File: src/rtl/pipe_pkg.sv
// Shared definitions for the pipeline hazard controller.
//   - register/stage indices into the 5-bit pause/flush vectors
//   - FSM state encoding (2 bits)
//   - stall_mask(): builds the pause/flush pair for a stall raised at stage k
package pipe_pkg;

  localparam int NUM_REGS = 5;

  localparam int PS_PC    = 0;
  localparam int PS_IFID  = 1;
  localparam int PS_IDEX  = 2;
  localparam int PS_EXMEM = 3;
  localparam int PS_MEMWB = 4;

  localparam logic [1:0] ST_RUN      = 2'd0;
  localparam logic [1:0] ST_DIV      = 2'd1;
  localparam logic [1:0] ST_DIV_DONE = 2'd2;
  localparam logic [1:0] ST_MEMWAIT  = 2'd3;

  // A taken branch squashes the two wrong-path instructions behind it.
  localparam logic [NUM_REGS-1:0] BR_FLUSH = 5'b00110;

  typedef struct packed {
    logic [NUM_REGS-1:0] pause;
    logic [NUM_REGS-1:0] flush;
  } mask_t;

  // Stall at stage k: hold registers 0..k, inject a bubble into k+1.
  function automatic mask_t stall_mask(input int k);
    mask_t m;
    for (int i = 0; i < NUM_REGS; i++) begin
      m.pause[i] = (i <= k);
      m.flush[i] = (i == k + 1);
    end
    return m;
  endfunction

endpackage

File: src/rtl/pipe_ctrl_if.sv
// Hazard handshake bundle between the pipeline (master) and pipe_ctrl (slave).
//   inputs to the controller : if_ack, id_load_use, ex_div_start,
//                              ex_branch_taken, mem_req, mem_ack, trap
//   outputs of the controller: pause[4:0], flush[4:0], div_busy, bus_err
interface pipe_ctrl_if;
  logic                           if_ack;
  logic                           id_load_use;
  logic                           ex_div_start;
  logic                           ex_branch_taken;
  logic                           mem_req;
  logic                           mem_ack;
  logic                           trap;
  logic [pipe_pkg::NUM_REGS-1:0]  pause;
  logic [pipe_pkg::NUM_REGS-1:0]  flush;
  logic                           div_busy;
  logic                           bus_err;

  modport master (
    output if_ack, id_load_use, ex_div_start, ex_branch_taken, mem_req, mem_ack, trap,
    input  pause, flush, div_busy, bus_err
  );

  modport slave (
    input  if_ack, id_load_use, ex_div_start, ex_branch_taken, mem_req, mem_ack, trap,
    output pause, flush, div_busy, bus_err
  );
endinterface

File: src/rtl/stall_cnt.sv
// Loadable up/down counter with zero flag.
//   clk, rst      : clock, async active-high reset (count -> 0)
//   load/load_val : synchronous load, highest priority
//   inc / dec     : count up / down (inc wins if both)
//   cnt, zero     : current count and (cnt == 0)
module stall_cnt #(
  parameter int W = 8
) (
  input  logic         clk,
  input  logic         rst,
  input  logic         load,
  input  logic [W-1:0] load_val,
  input  logic         inc,
  input  logic         dec,
  output logic [W-1:0] cnt,
  output logic         zero
);
  always_ff @(posedge clk or posedge rst) begin
    if (rst)       cnt <= '0;
    else if (load) cnt <= load_val;
    else if (inc)  cnt <= cnt + 1'b1;
    else if (dec)  cnt <= cnt - 1'b1;
  end

  assign zero = (cnt == '0);
endmodule

File: src/rtl/pipe_ctrl.sv
// Pipeline hazard controller for the five-stage core.
//   clk, rst : clock, async active-high reset
//   bus      : pipe_ctrl_if.slave -- hazard inputs in, pause/flush/div_busy/bus_err out
// Holds the divide sequencer and the data-bus timeout; everything else is
// combinational from the hazard inputs and that state.
module pipe_ctrl
  import pipe_pkg::*;
#(
  parameter int DIV_LATENCY = 33,
  parameter int BUS_TIMEOUT = 255
) (
  input logic        clk,
  input logic        rst,
  pipe_ctrl_if.slave bus
);
  logic [1:0] state, state_nx;
  logic       div_pend, div_pend_nx;   // MEMWAIT was entered with a divide in flight
  logic       div_exp, div_exp_nx;     // ...and that divide has since run out
  logic [7:0] div_cnt, to_cnt, div_ld_val;
  logic       div_zero, to_zero;
  logic       div_ld, div_dec, to_ld, to_inc;
  logic       bus_raw, timeout, div_run, div_expire;
  logic       wait_m, div_m, br_m, lu_m, ifw_m;
  logic [NUM_REGS-1:0] p, f;
  mask_t      mk;

  stall_cnt #(.W(8)) u_div_cnt (
    .clk(clk), .rst(rst), .load(div_ld), .load_val(div_ld_val),
    .inc(1'b0), .dec(div_dec), .cnt(div_cnt), .zero(div_zero)
  );

  stall_cnt #(.W(8)) u_to_cnt (
    .clk(clk), .rst(rst), .load(to_ld), .load_val(8'd0),
    .inc(to_inc), .dec(1'b0), .cnt(to_cnt), .zero(to_zero)
  );

  assign bus_raw = bus.mem_req && !bus.mem_ack;
  // The zero check keeps an out-of-range timeout of 0 from firing on MEMWAIT entry.
  assign timeout = (state == ST_MEMWAIT) && !bus.mem_ack && !to_zero &&
                   (to_cnt == 8'(BUS_TIMEOUT));
  // Cycles in which the divider is still occupying EX and counting.
  assign div_run    = (state == ST_DIV) || ((state == ST_MEMWAIT) && div_pend && !div_exp);
  assign div_expire = div_run && div_zero;

  always_comb begin
    wait_m = (state == ST_MEMWAIT) ? (!bus.mem_ack && !timeout) : bus_raw;
    div_m  = div_run || ((state == ST_RUN) && bus.ex_div_start);
    // A branch under a bus/divide stall stays in EX and is acted on after release.
    br_m   = bus.ex_branch_taken && !wait_m && !div_m;
    lu_m   = bus.id_load_use && !bus.ex_branch_taken;
    ifw_m  = !bus.if_ack && !bus.ex_branch_taken;
  end

  always_comb begin
    p  = '0;
    f  = '0;
    mk = stall_mask(PS_EXMEM);
    if (wait_m) begin p = p | mk.pause; f = f | mk.flush; end
    mk = stall_mask(PS_IDEX);
    if (div_m)  begin p = p | mk.pause; f = f | mk.flush; end
    mk = stall_mask(PS_IFID);
    if (lu_m)   begin p = p | mk.pause; f = f | mk.flush; end
    mk = stall_mask(PS_PC);
    if (ifw_m)  begin p = p | mk.pause; f = f | mk.flush; end
    if (br_m)   f = f | BR_FLUSH;

    bus.pause    = p;
    bus.flush    = f & ~p;
    bus.div_busy = div_m;
    bus.bus_err  = timeout;
    if (rst) begin
      bus.pause    = '0;
      bus.flush    = '1;
      bus.div_busy = 1'b0;
      bus.bus_err  = 1'b0;
    end else if (bus.trap) begin
      bus.pause    = '0;
      bus.flush    = 5'b11110;
      bus.div_busy = 1'b0;
      bus.bus_err  = 1'b0;
    end
  end

  always_comb begin
    state_nx    = state;
    div_pend_nx = div_pend;
    div_exp_nx  = div_exp;
    div_ld      = 1'b0;
    div_ld_val  = '0;
    div_dec     = 1'b0;
    to_ld       = 1'b0;
    to_inc      = 1'b0;
    if (bus.trap) begin
      state_nx    = ST_RUN;
      div_pend_nx = 1'b0;
      div_exp_nx  = 1'b0;
      div_ld      = 1'b1;
      to_ld       = 1'b1;
    end else begin
      div_dec = div_run && !div_zero;
      case (state)
        ST_RUN: begin
          div_pend_nx = 1'b0;
          div_exp_nx  = 1'b0;
          if (bus_raw) begin
            state_nx = ST_MEMWAIT;
            to_ld    = 1'b1;
          end else if (bus.ex_div_start) begin
            state_nx   = ST_DIV;
            div_ld     = 1'b1;
            div_ld_val = 8'(DIV_LATENCY - 2);
          end
        end
        ST_DIV: begin
          div_pend_nx = bus_raw;
          div_exp_nx  = bus_raw && div_zero;
          if (bus_raw) begin
            state_nx = ST_MEMWAIT;
            to_ld    = 1'b1;
          end else if (div_zero) begin
            state_nx = ST_DIV_DONE;
          end
        end
        ST_DIV_DONE: state_nx = ST_RUN;
        default: begin
          if (bus.mem_ack) begin
            // Resume the divide where it stands; an expired one still needs its capture cycle.
            if (!div_pend)                state_nx = ST_RUN;
            else if (div_exp || div_expire) state_nx = ST_DIV_DONE;
            else                          state_nx = ST_DIV;
            div_pend_nx = 1'b0;
            div_exp_nx  = 1'b0;
          end else if (timeout) begin
            state_nx    = ST_RUN;
            div_pend_nx = 1'b0;
            div_exp_nx  = 1'b0;
          end else begin
            div_exp_nx = div_exp || div_expire;
            to_inc     = 1'b1;
          end
        end
      endcase
    end
  end

  always_ff @(posedge clk or posedge rst) begin
    if (rst) begin
      state    <= ST_RUN;
      div_pend <= 1'b0;
      div_exp  <= 1'b0;
    end else begin
      state    <= state_nx;
      div_pend <= div_pend_nx;
      div_exp  <= div_exp_nx;
    end
  end
endmodule
File: src/flat_wrapper.sv
// flat-port wrapper written by rule: the top's interface ports become plain ports
module pipe_ctrl_flat import pipe_pkg::*;
#(
  parameter int DIV_LATENCY = 33,
  parameter int BUS_TIMEOUT = 255
)
  (clk, rst, bus_if_ack, bus_id_load_use, bus_ex_div_start, bus_ex_branch_taken, bus_mem_req, bus_mem_ack, bus_trap, bus_pause, bus_flush, bus_div_busy, bus_bus_err);
  pipe_ctrl_if bus_i ();
  input logic clk;
  input logic rst;
  input wire logic [$bits(bus_i.if_ack)-1:0] bus_if_ack;
  input wire logic [$bits(bus_i.id_load_use)-1:0] bus_id_load_use;
  input wire logic [$bits(bus_i.ex_div_start)-1:0] bus_ex_div_start;
  input wire logic [$bits(bus_i.ex_branch_taken)-1:0] bus_ex_branch_taken;
  input wire logic [$bits(bus_i.mem_req)-1:0] bus_mem_req;
  input wire logic [$bits(bus_i.mem_ack)-1:0] bus_mem_ack;
  input wire logic [$bits(bus_i.trap)-1:0] bus_trap;
  output wire logic [$bits(bus_i.pause)-1:0] bus_pause;
  output wire logic [$bits(bus_i.flush)-1:0] bus_flush;
  output wire logic [$bits(bus_i.div_busy)-1:0] bus_div_busy;
  output wire logic [$bits(bus_i.bus_err)-1:0] bus_bus_err;
  assign bus_i.if_ack = bus_if_ack;
  assign bus_i.id_load_use = bus_id_load_use;
  assign bus_i.ex_div_start = bus_ex_div_start;
  assign bus_i.ex_branch_taken = bus_ex_branch_taken;
  assign bus_i.mem_req = bus_mem_req;
  assign bus_i.mem_ack = bus_mem_ack;
  assign bus_i.trap = bus_trap;
  assign bus_pause = bus_i.pause;
  assign bus_flush = bus_i.flush;
  assign bus_div_busy = bus_i.div_busy;
  assign bus_bus_err = bus_i.bus_err;
  pipe_ctrl #(.DIV_LATENCY(DIV_LATENCY), .BUS_TIMEOUT(BUS_TIMEOUT)) u_core (.clk(clk), .rst(rst), .bus(bus_i));
endmodule
File: config.mk
export PLATFORM = sky130hd
export DESIGN_NAME = pipe_ctrl_flat
export DESIGN_NICKNAME = d
export VERILOG_FILES = /design/src/rtl/pipe_pkg.sv /design/src/rtl/pipe_ctrl_if.sv /design/src/rtl/stall_cnt.sv /design/src/rtl/pipe_ctrl.sv /design/src/flat_wrapper.sv
export SDC_FILE = /design/constraint.sdc
export NUM_CORES = 1
export LEC_CHECK = 0
export CORE_MARGIN = 2
export CORE_UTILIZATION = 52
export DETAILED_ROUTE_END_ITERATION = 6
export GPL_TIMING_DRIVEN = 0
export PLACE_DENSITY = 0.86
export SETUP_SLACK_MARGIN = 0.3
export SKIP_LAST_GASP = 1
export SYNTH_ARGS = -nofsm -noshare
export SYNTH_HDL_FRONTEND = slang
export SYNTH_HIERARCHICAL = 1
export SYNTH_SLANG_ARGS = --single-unit
File: constraint.sdc
create_clock -name clk -period 3.04 [get_ports clk]
set_input_delay 0.456 -clock clk [delete_from_list [all_inputs] [get_ports clk]]
set_output_delay 0.456 -clock clk [all_outputs]
set_load 0.02 [all_outputs]
==> out/qor.csv, run 1 <==
stage,metric,value,unit
critical_path,critical-path maximum fanout,5,
drt,Vias/cell,5.910,
synth,sequential fraction of the synthesis area,0.2492,
power_and_ir_drop,leakage power,1.197,nW
synth,synthesized area,0.002008,mm2
clocking,CTS sink cnt,20,
cells_and_area,share of layout cells above drive strength 1,0.2475,
placed_design,HPWL Detailed,3.370,mm
critical_path,Critical Path Start Type,flip-flop,
global_routing,initial antenna violation count,0,
global_routing,first-pass GRT wire length,8.466,mm
clocking,CTS Buf Count,3,
run,Max-Cap Viols,0,
placed_design,IO Port Bufs,18,
power_and_ir_drop,Max VDD drop,0.2764,mV
cells_and_area,Final Cell Area,0.002675,mm2
drt,WL final,5.567,mm
cells_and_area,Final #Nets,319,
sta,Least-Margin Pin Slew,0.5251,ns
placed_design,placed cell count,319,
sta,Final Hold Vio Count,0,
critical_path,crit path kind,reg2reg,
die,initial cell density of the core,0.5444,
synth,Post-synth EDFFs,0,
cells_and_area,fillers,272,
drt,initial DRC count,115,
synth,Mapped Cells,233,
status,outcome,"finished, final reports clean",
synth,Synth Register Bits,20,
die,core area,0.003689,mm2
cells_and_area,Synth-to-Final Area Change,33.21,%
sta,"Slew Viols, Final",0,
sta,worst clock skew,0.002744,ns
synth,"Primary FF master, synth",dfrtp_1,
die,chip height,66.15,um
sta,relative max-transition margin,0.6487,
synth,ys async rst share,1.000,
placed_design,Placer Congestion,0.9172,
synth,Post-Syn Area per Cell,8.619,um2
die,FP Rows,22,
sta,Final min period,2.884,ns
critical_path,worst r2r src,u_core/u_to_cnt/cnt[7]$_DFFE_PP0P_,
global_routing,largest net degree at the start of global routing,12,
drt,vias,2027,
critical_path,"Critical Path, Cell by Cell","or4_1, nor2_1, nand3b_4, nor3_4, nor2_4, inv_4, buf_6, ha_4, a21oi_4, nand2_4, a31oi_4, xnor2_1, a221o_1",
critical_path,CP max stage delay,0.53,ns
critical_path,Setup crit start,u_core/u_to_cnt/cnt[7]$_DFFE_PP0P_,
sta,RSZ-0062 raised after global routing,true,
global_routing,vias in the first global route,1863,
critical_path,CP arrival,3.03,ns
clocking,TritonCTS clock tree,done,
clocking,CTS max path bufs,2,
drt,drt drc,0,
critical_path,reg2reg setup slack,0.16,ns
cells_and_area,post-route insts no fill,343,
power_and_ir_drop,PD cells,461.5,mW/mm2
die,boundary pin count,21,
sta,"Setup violations, final",0,
global_routing,GRT Residual Overflow,0,
critical_path,"slowest stage cell, crit path",or4_1,
drt,WL per Instance,16.23,um
drt,Routed Antenna Nets,0,
sta,Hold Slack,0.4344,ns
sta,Achievable Freq,0.3467,GHz
critical_path,reg2reg path depth,13,
critical_path,CP Data Required Time,3.18,ns
synth,"Distinct cells, synth",63,
die,Die Width,66.15,um
drt,DRT Pass-1 Iters,4,
critical_path,CP Capture Type,flip-flop,
clocking,Clock Pin Slew Worst Setup and Hold Paths,0.08,ns
placed_design,placed cell area,0.002370,mm2
clocking,cts hold-fix bufs,0,
critical_path,Critical Path Sink,u_core/u_to_cnt/cnt[5]$_DFFE_PP0P_,
global_routing,GRT Util Overall,0.2459,
die,Die Area,0.004375,mm2
synth,Ys Warns,6,
cells_and_area,n_diodes,0,
clocking,CTS root buffer,clkbuf_8,
clocking,clk_lat worst skew,0.25,ns
worst_hold_path,worst hold path type,in2reg,
sta,Setup TNS Final,0,ns
cells_and_area,post-layout util,0.7252,
clocking,H-tree depth,1,
sta,"Period Utilization, post-route",0.9488,
critical_path,R2R Path End,u_core/u_to_cnt/cnt[5]$_DFFE_PP0P_,
## worst min path at each step
stage               cells past startpoint                                 from                             endpoint
detailed placement                      2  u_core/u_div_cnt/cnt[2]$_DFFE_PP0P_  u_core/u_div_cnt/cnt[2]$_DFFE_PP0P_
floorplan                               1                                  rst           u_core/div_exp$_DFFE_PP0P_
CTS                                     2                             bus_trap           u_core/div_exp$_DFFE_PP0P_
global placement                        2  u_core/u_div_cnt/cnt[2]$_DFFE_PP0P_  u_core/u_div_cnt/cnt[2]$_DFFE_PP0P_
finish                                  2                             bus_trap           u_core/div_exp$_DFFE_PP0P_
global route                            2                             bus_trap          u_core/div_pend$_DFFE_PP0P_
## worst max-delay path, delay by kind of cell, from the launching register on
family,cells,cell delay (ns)
flip-flops,1,0.41
XOR/XNOR,1,0.09
adder cells (fa/ha/maj),1,0.27
AO/OA/AOI/OAI,3,0.71
AND/OR/NAND/NOR,6,1.09
buffers and inverters,2,0.19
## stage by stage
step	power, mW	worst slack, ns
3_5_place_dp	0.9001	-0.2308
6_report	1.235	0.1557
5_1_grt	1.314	0.09869
3_3_place_gp	0.8862	-0.2050
2_1_floorplan	0.7815	0.2807
4_1_cts	1.132	0.1629
## repair_timing
| action | 4_1_cts | 5_1_grt |
|---|---|---|
| setup endpoints to repair | 14 | 6 |
| resized for setup | 16 | 14 |
| buffers inserted | 13 | 7 |
| cloned | 0 | 0 |
| pin swaps | 13 | 10 |
## power breakdown
part           internal [mW]  switching [mW]  total, mW
clock                  0.115          0.0862      0.201
combinational          0.324           0.349      0.672
sequential             0.313          0.0478      0.361
## state kept, by name (all words and copies together) (netlist names)
signal and cells:
u_core/div_exp 1, u_core/div_pend 1, u_core/u_div_cnt/cnt 8, u_core/u_to_cnt/cnt 8, u_core/state 2
## routing by layer
layer	GRT usage	vias to the layer above	part of all wire
met2	0.4150	91	0.49
li1	-	964	-
met4	0.06122	0	0.030
met1	0.3337	952	0.42
met3	0.03066	20	0.065
met5	0	-	0
## cells by family (layout without fill, tap and decap cells)
logic type	Yosys count	after routing	synth area share
flops	20	20	0.2492
mux	8	8	0.04361
xor+xnor	11	11	0.04797
fa+ha+maj	14	14	0.09470
compound gates	70	70	0.2499
buf+inv	23	65	0.06728
other cells	1	21	0.001867
simple gates	86	86	0.2455
## synthesized netlist by cell type, types with 3 or more instances
master / instances / area, um2
and3b_1: 4 / 35.03
a31oi_1: 3 / 18.77
o22ai_1: 5 / 31.28
ha_1: 12 / 150.1
a21o_1: 4 / 30.03
xor2_1: 5 / 43.79
nor2_1: 17 / 63.81
nand2b_1: 5 / 31.28
o32ai_1: 3 / 26.28
or4_1: 3 / 22.52
a211oi_1: 7 / 52.55
o21ai_0: 15 / 75.07
inv_1: 11 / 41.29
a21oi_1: 11 / 55.05
mux2_2: 5 / 56.30
buf_4: 3 / 22.52
nand2_1: 20 / 75.07
nand3_1: 7 / 35.03
nor3b_1: 5 / 37.54
buf_2: 3 / 15.01
dfrtp_1: 20 / 500.5
o21bai_1: 4 / 30.03
nor2b_1: 3 / 18.77
nor3_1: 5 / 25.02
xnor2_1: 6 / 52.55
## area by class of cell
| type | count | area, um2 | area share |
|---|---|---|---|
| Buffer | 12 | 93.84 | 0.03508 |
| Clock buffer | 4 | 55.05 | 0.02058 |
| Inverter | 11 | 43.79 | 0.01637 |
| Multi-Input combinational cell | 210 | 1595 | 0.5964 |
| Sequential cell | 20 | 505.5 | 0.1890 |
| Tap cell | 48 | 60.06 | 0.02245 |
| Timing Repair Buffer | 38 | 321.6 | 0.1202 |
## placed cells by master (no fill, tap or decap), types with 5 or more instances in the layout
| cell | synthesis | routed |
|---|---|---|
| a21oi_1 | 11 | 10 |
| o22ai_1 | 5 | 5 |
| nor2_1 | 17 | 16 |
| xor2_1 | 5 | 5 |
| ha_1 | 12 | 7 |
| conb_1 | 1 | 21 |
| dlygate4sd2_1 | 0 | 10 |
| dfrtp_1 | 20 | 16 |
| a211oi_1 | 7 | 6 |
| nand2b_1 | 5 | 5 |
| nand2_1 | 20 | 19 |
| inv_1 | 11 | 9 |
| xnor2_1 | 6 | 5 |
| clkdlybuf4s50_1 | 0 | 8 |
| buf_4 | 3 | 22 |
| mux2_2 | 5 | 5 |
| ha_4 | 0 | 5 |
| nand3_1 | 7 | 6 |
| o21ai_0 | 15 | 14 |
| clkbuf_8 | 1 | 5 |
| nor3b_1 | 5 | 5 |
(Power assumes the default switching activity.)
==> run 2: changes to the inputs <==
--- a/config.mk
+++ b/config.mk
@@ -9,7 +9,7 @@
 export CORE_UTILIZATION = 52
 export DETAILED_ROUTE_END_ITERATION = 6
 export GPL_TIMING_DRIVEN = 0
-export PLACE_DENSITY = 0.86
+export PLACE_DENSITY_LB_ADDON = 0.15
 export SETUP_SLACK_MARGIN = 0.3
 export SKIP_LAST_GASP = 1
 export SYNTH_ARGS = -nofsm -noshare
==> out/qor.csv, run 2 (synthesis results as in run 1) <==
stage,metric,value,unit,change
critical_path,Critical Path Start Type,flip-flop,,unchanged
clocking,CTS max path bufs,2,,unchanged
critical_path,"slowest stage cell, crit path",or4_1,,unchanged
die,chip height,66.15,um,unchanged
clocking,cts hold-fix bufs,0,,unchanged
critical_path,crit path kind,reg2reg,,unchanged
critical_path,CP top delay family,simple AND/OR/NAND/NOR gates,,unchanged
sta,"Setup violations, final",0,,unchanged
cells_and_area,"commonest non-fill, non-tap cell in the layout",conb_1,,was buf_4
critical_path,CP Capture Type,flip-flop,,unchanged
drt,WL per Instance,13.45,um,was 16.23 um
global_routing,GRT Util Overall,0.2219,,was 0.2459
drt,drt drc,0,,unchanged
sta,RSZ-0062 raised after global routing,true,,unchanged
clocking,H-tree depth,1,,unchanged
critical_path,"Critical Path, Cell by Cell","or4_1, nor2_1, nand3b_4, nor3_4, nor2_4, inv_4, fa_2, a21o_4, a21oi_2, xor2_1, o21ai_1, mux2_2",,"was or4_1, nor2_1, nand3b_4, nor3_4, nor2_4, inv_4, buf_6, ha_4, a21oi_4, nand2_4, a31oi_4, xnor2_1, a221o_1"
die,FP Rows,22,,unchanged
cells_and_area,post-layout util,0.6998,,was 0.7252
power_and_ir_drop,Max VDD drop,0.2437,mV,was 0.2764 mV
critical_path,CP Data Required Time,3.19,ns,was 3.18 ns
die,boundary pin count,21,,unchanged
status,outcome,"finished, final reports clean",,unchanged
clocking,CTS Buf Count,3,,unchanged
critical_path,WP buf/inv,1,,was 2
power_and_ir_drop,PD cells,446.5,mW/mm2,was 461.5 mW/mm2
sta,Least-Margin Pin Slew,0.5036,ns,was 0.5251 ns
cells_and_area,fillers,316,,was 272
clocking,CTS sink cnt,20,,unchanged
run,Max-Cap Viols,0,,unchanged
global_routing,first-pass GRT wire length,7.707,mm,was 8.466 mm
global_routing,vias in the first global route,1668,,was 1863
drt,DRT Pass-1 Iters,4,,unchanged
critical_path,CP max stage delay,0.47,ns,was 0.53 ns
power_and_ir_drop,leakage power,1.138,nW,was 1.197 nW
worst_hold_path,worst hold path type,in2reg,,unchanged
drt,vias,1878,,was 2027
die,core area,0.003689,mm2,unchanged
placed_design,Placer Congestion,0.8820,,was 0.9172
drt,Routed Antenna Nets,0,,unchanged
clocking,TritonCTS clock tree,done,,unchanged
cells_and_area,share of layout cells above drive strength 1,0.2211,,was 0.2475
power_and_ir_drop,total power,1.153,mW,was 1.235 mW
cells_and_area,Largest regs,"u_core/u_div_cnt/cnt (8), u_core/u_to_cnt/cnt (8), u_core/state (2)",,unchanged
die,Die Width,66.15,um,unchanged
global_routing,largest net degree at the start of global routing,12,,unchanged
critical_path,critical-path maximum fanout,4,,was 5
cells_and_area,"commonest cells after routing, fill and taps aside","conb_1 (21), nand2_1 (19), nor2_1 (16), dfrtp_1 (16), o21ai_0 (14)",,"was buf_4 (22), conb_1 (21), nand2_1 (19)"
die,initial cell density of the core,0.5444,,unchanged
sta,"Period Utilization, post-route",0.9212,,was 0.9488
clocking,Clock Pin Slew Worst Setup and Hold Paths,0.07,ns,was 0.08 ns
global_routing,GRT Residual Overflow,0,,unchanged
sta,Final Hold Vio Count,0,,unchanged
die,Die Area,0.004375,mm2,unchanged
drt,initial DRC count,98,,was 115
drt,Vias/cell,5.640,,was 5.910
sta,"Slew Viols, Final",0,,unchanged
clocking,clk_lat worst skew,0.26,ns,was 0.25 ns
cells_and_area,Synth-to-Final Area Change,28.54,%,was 33.21%
sta,Achievable Freq,0.3571,GHz,was 0.3467 GHz
cells_and_area,Final #Nets,309,,was 319
drt,WL final,4.479,mm,was 5.567 mm
sta,Final min period,2.800,ns,was 2.884 ns
placed_design,HPWL Detailed,3.282,mm,was 3.370 mm
cells_and_area,n_diodes,0,,unchanged
cells_and_area,Reg area,505.5,um2,unchanged
clocking,CTS root buffer,clkbuf_8,,unchanged
sta,worst clock skew,0.002980,ns,was 0.002744 ns
placed_design,IO Port Bufs,18,,unchanged
global_routing,initial antenna violation count,0,,unchanged
sta,relative max-transition margin,0.6631,,was 0.6487
critical_path,CP arrival,2.95,ns,was 3.03 ns
cells_and_area,area of the multi-input gates,0.001580,mm2,was 0.001595 mm2
==> run 2: area by class of cell <==
| type | count | area share |
|---|---|---|
| Tap cell | 48 | 0.02327 |
| Sequential cell | 20 | 0.1958 |
| Timing Repair Buffer | 28 | 0.09792 |
| Inverter | 11 | 0.01697 |
| Buffer | 12 | 0.03635 |
| Clock buffer | 4 | 0.01745 |
| Multi-Input combinational cell | 210 | 0.6122 |
==> run 2: final timing paths <==
path / from / endpoint / slack, ns / cells after the start
min in group asynchronous: rst / u_core/state[1]$_DFFE_PP0P_ / 0.55 / 2
min: bus_trap / u_core/div_pend$_DFFE_PP0P_ / 0.45 / 2
max in group asynchronous: rst / u_core/u_to_cnt/cnt[1]$_DFFE_PP0P_ / 2.17 / 2
max: u_core/u_to_cnt/cnt[6]$_DFFE_PP0P_ / u_core/u_to_cnt/cnt[4]$_DFFE_PP0P_ / 0.24 / 12
max reg2reg: u_core/u_to_cnt/cnt[6]$_DFFE_PP0P_ / u_core/u_to_cnt/cnt[4]$_DFFE_PP0P_ / 0.24 / 12
min reg2reg: u_core/u_div_cnt/cnt[2]$_DFFE_PP0P_ / u_core/u_div_cnt/cnt[2]$_DFFE_PP0P_ / 0.59 / 2
==> run 2: where the power goes <==
part | leakage, nW | switching (mW) | internal [mW]
Clock | 0.0228 | 0.0870 | 0.0933
Sequential | 0.244 | 0.0471 | 0.313
Combinational | 0.871 | 0.311 | 0.301
==> run 2: through the flow <==
| step | hold WS [ns] | instance area (um2) | setup TNS, ns | worst slack (ns) | cells |
|---|---|---|---|---|---|
| after floorplan | 0.2304 | 2130 | 0 | 0.2807 | 253 |
| after global placement | 0.5853 | 2370 | -0.5336 | -0.2175 | 319 |
| after global routing | 0.4450 | 2581 | 0 | 0.1421 | 333 |
| final | 0.4495 | 2581 | 0 | 0.2395 | 333 |
| after detailed placement | 0.5844 | 2370 | -0.5962 | -0.2535 | 319 |
| after CTS | 0.4368 | 2555 | 0 | 0.1679 | 333 |
==> run 2: layer usage <==
layer  up-vias  track usage  part of all wire
li1        949            -                 -
met1       872       0.3276              0.48
met3         6      0.03748             0.060
met2        51       0.3388              0.45
met4         0      0.04847             0.011
met5         -            0                 0
==> run 2: repair_timing <==
action                                  4_1_cts  5_1_grt
pin swaps                                    10        9
buffers inserted                             10        0
gates resized for setup                      19       11
endpoints found under the setup margin       14        7
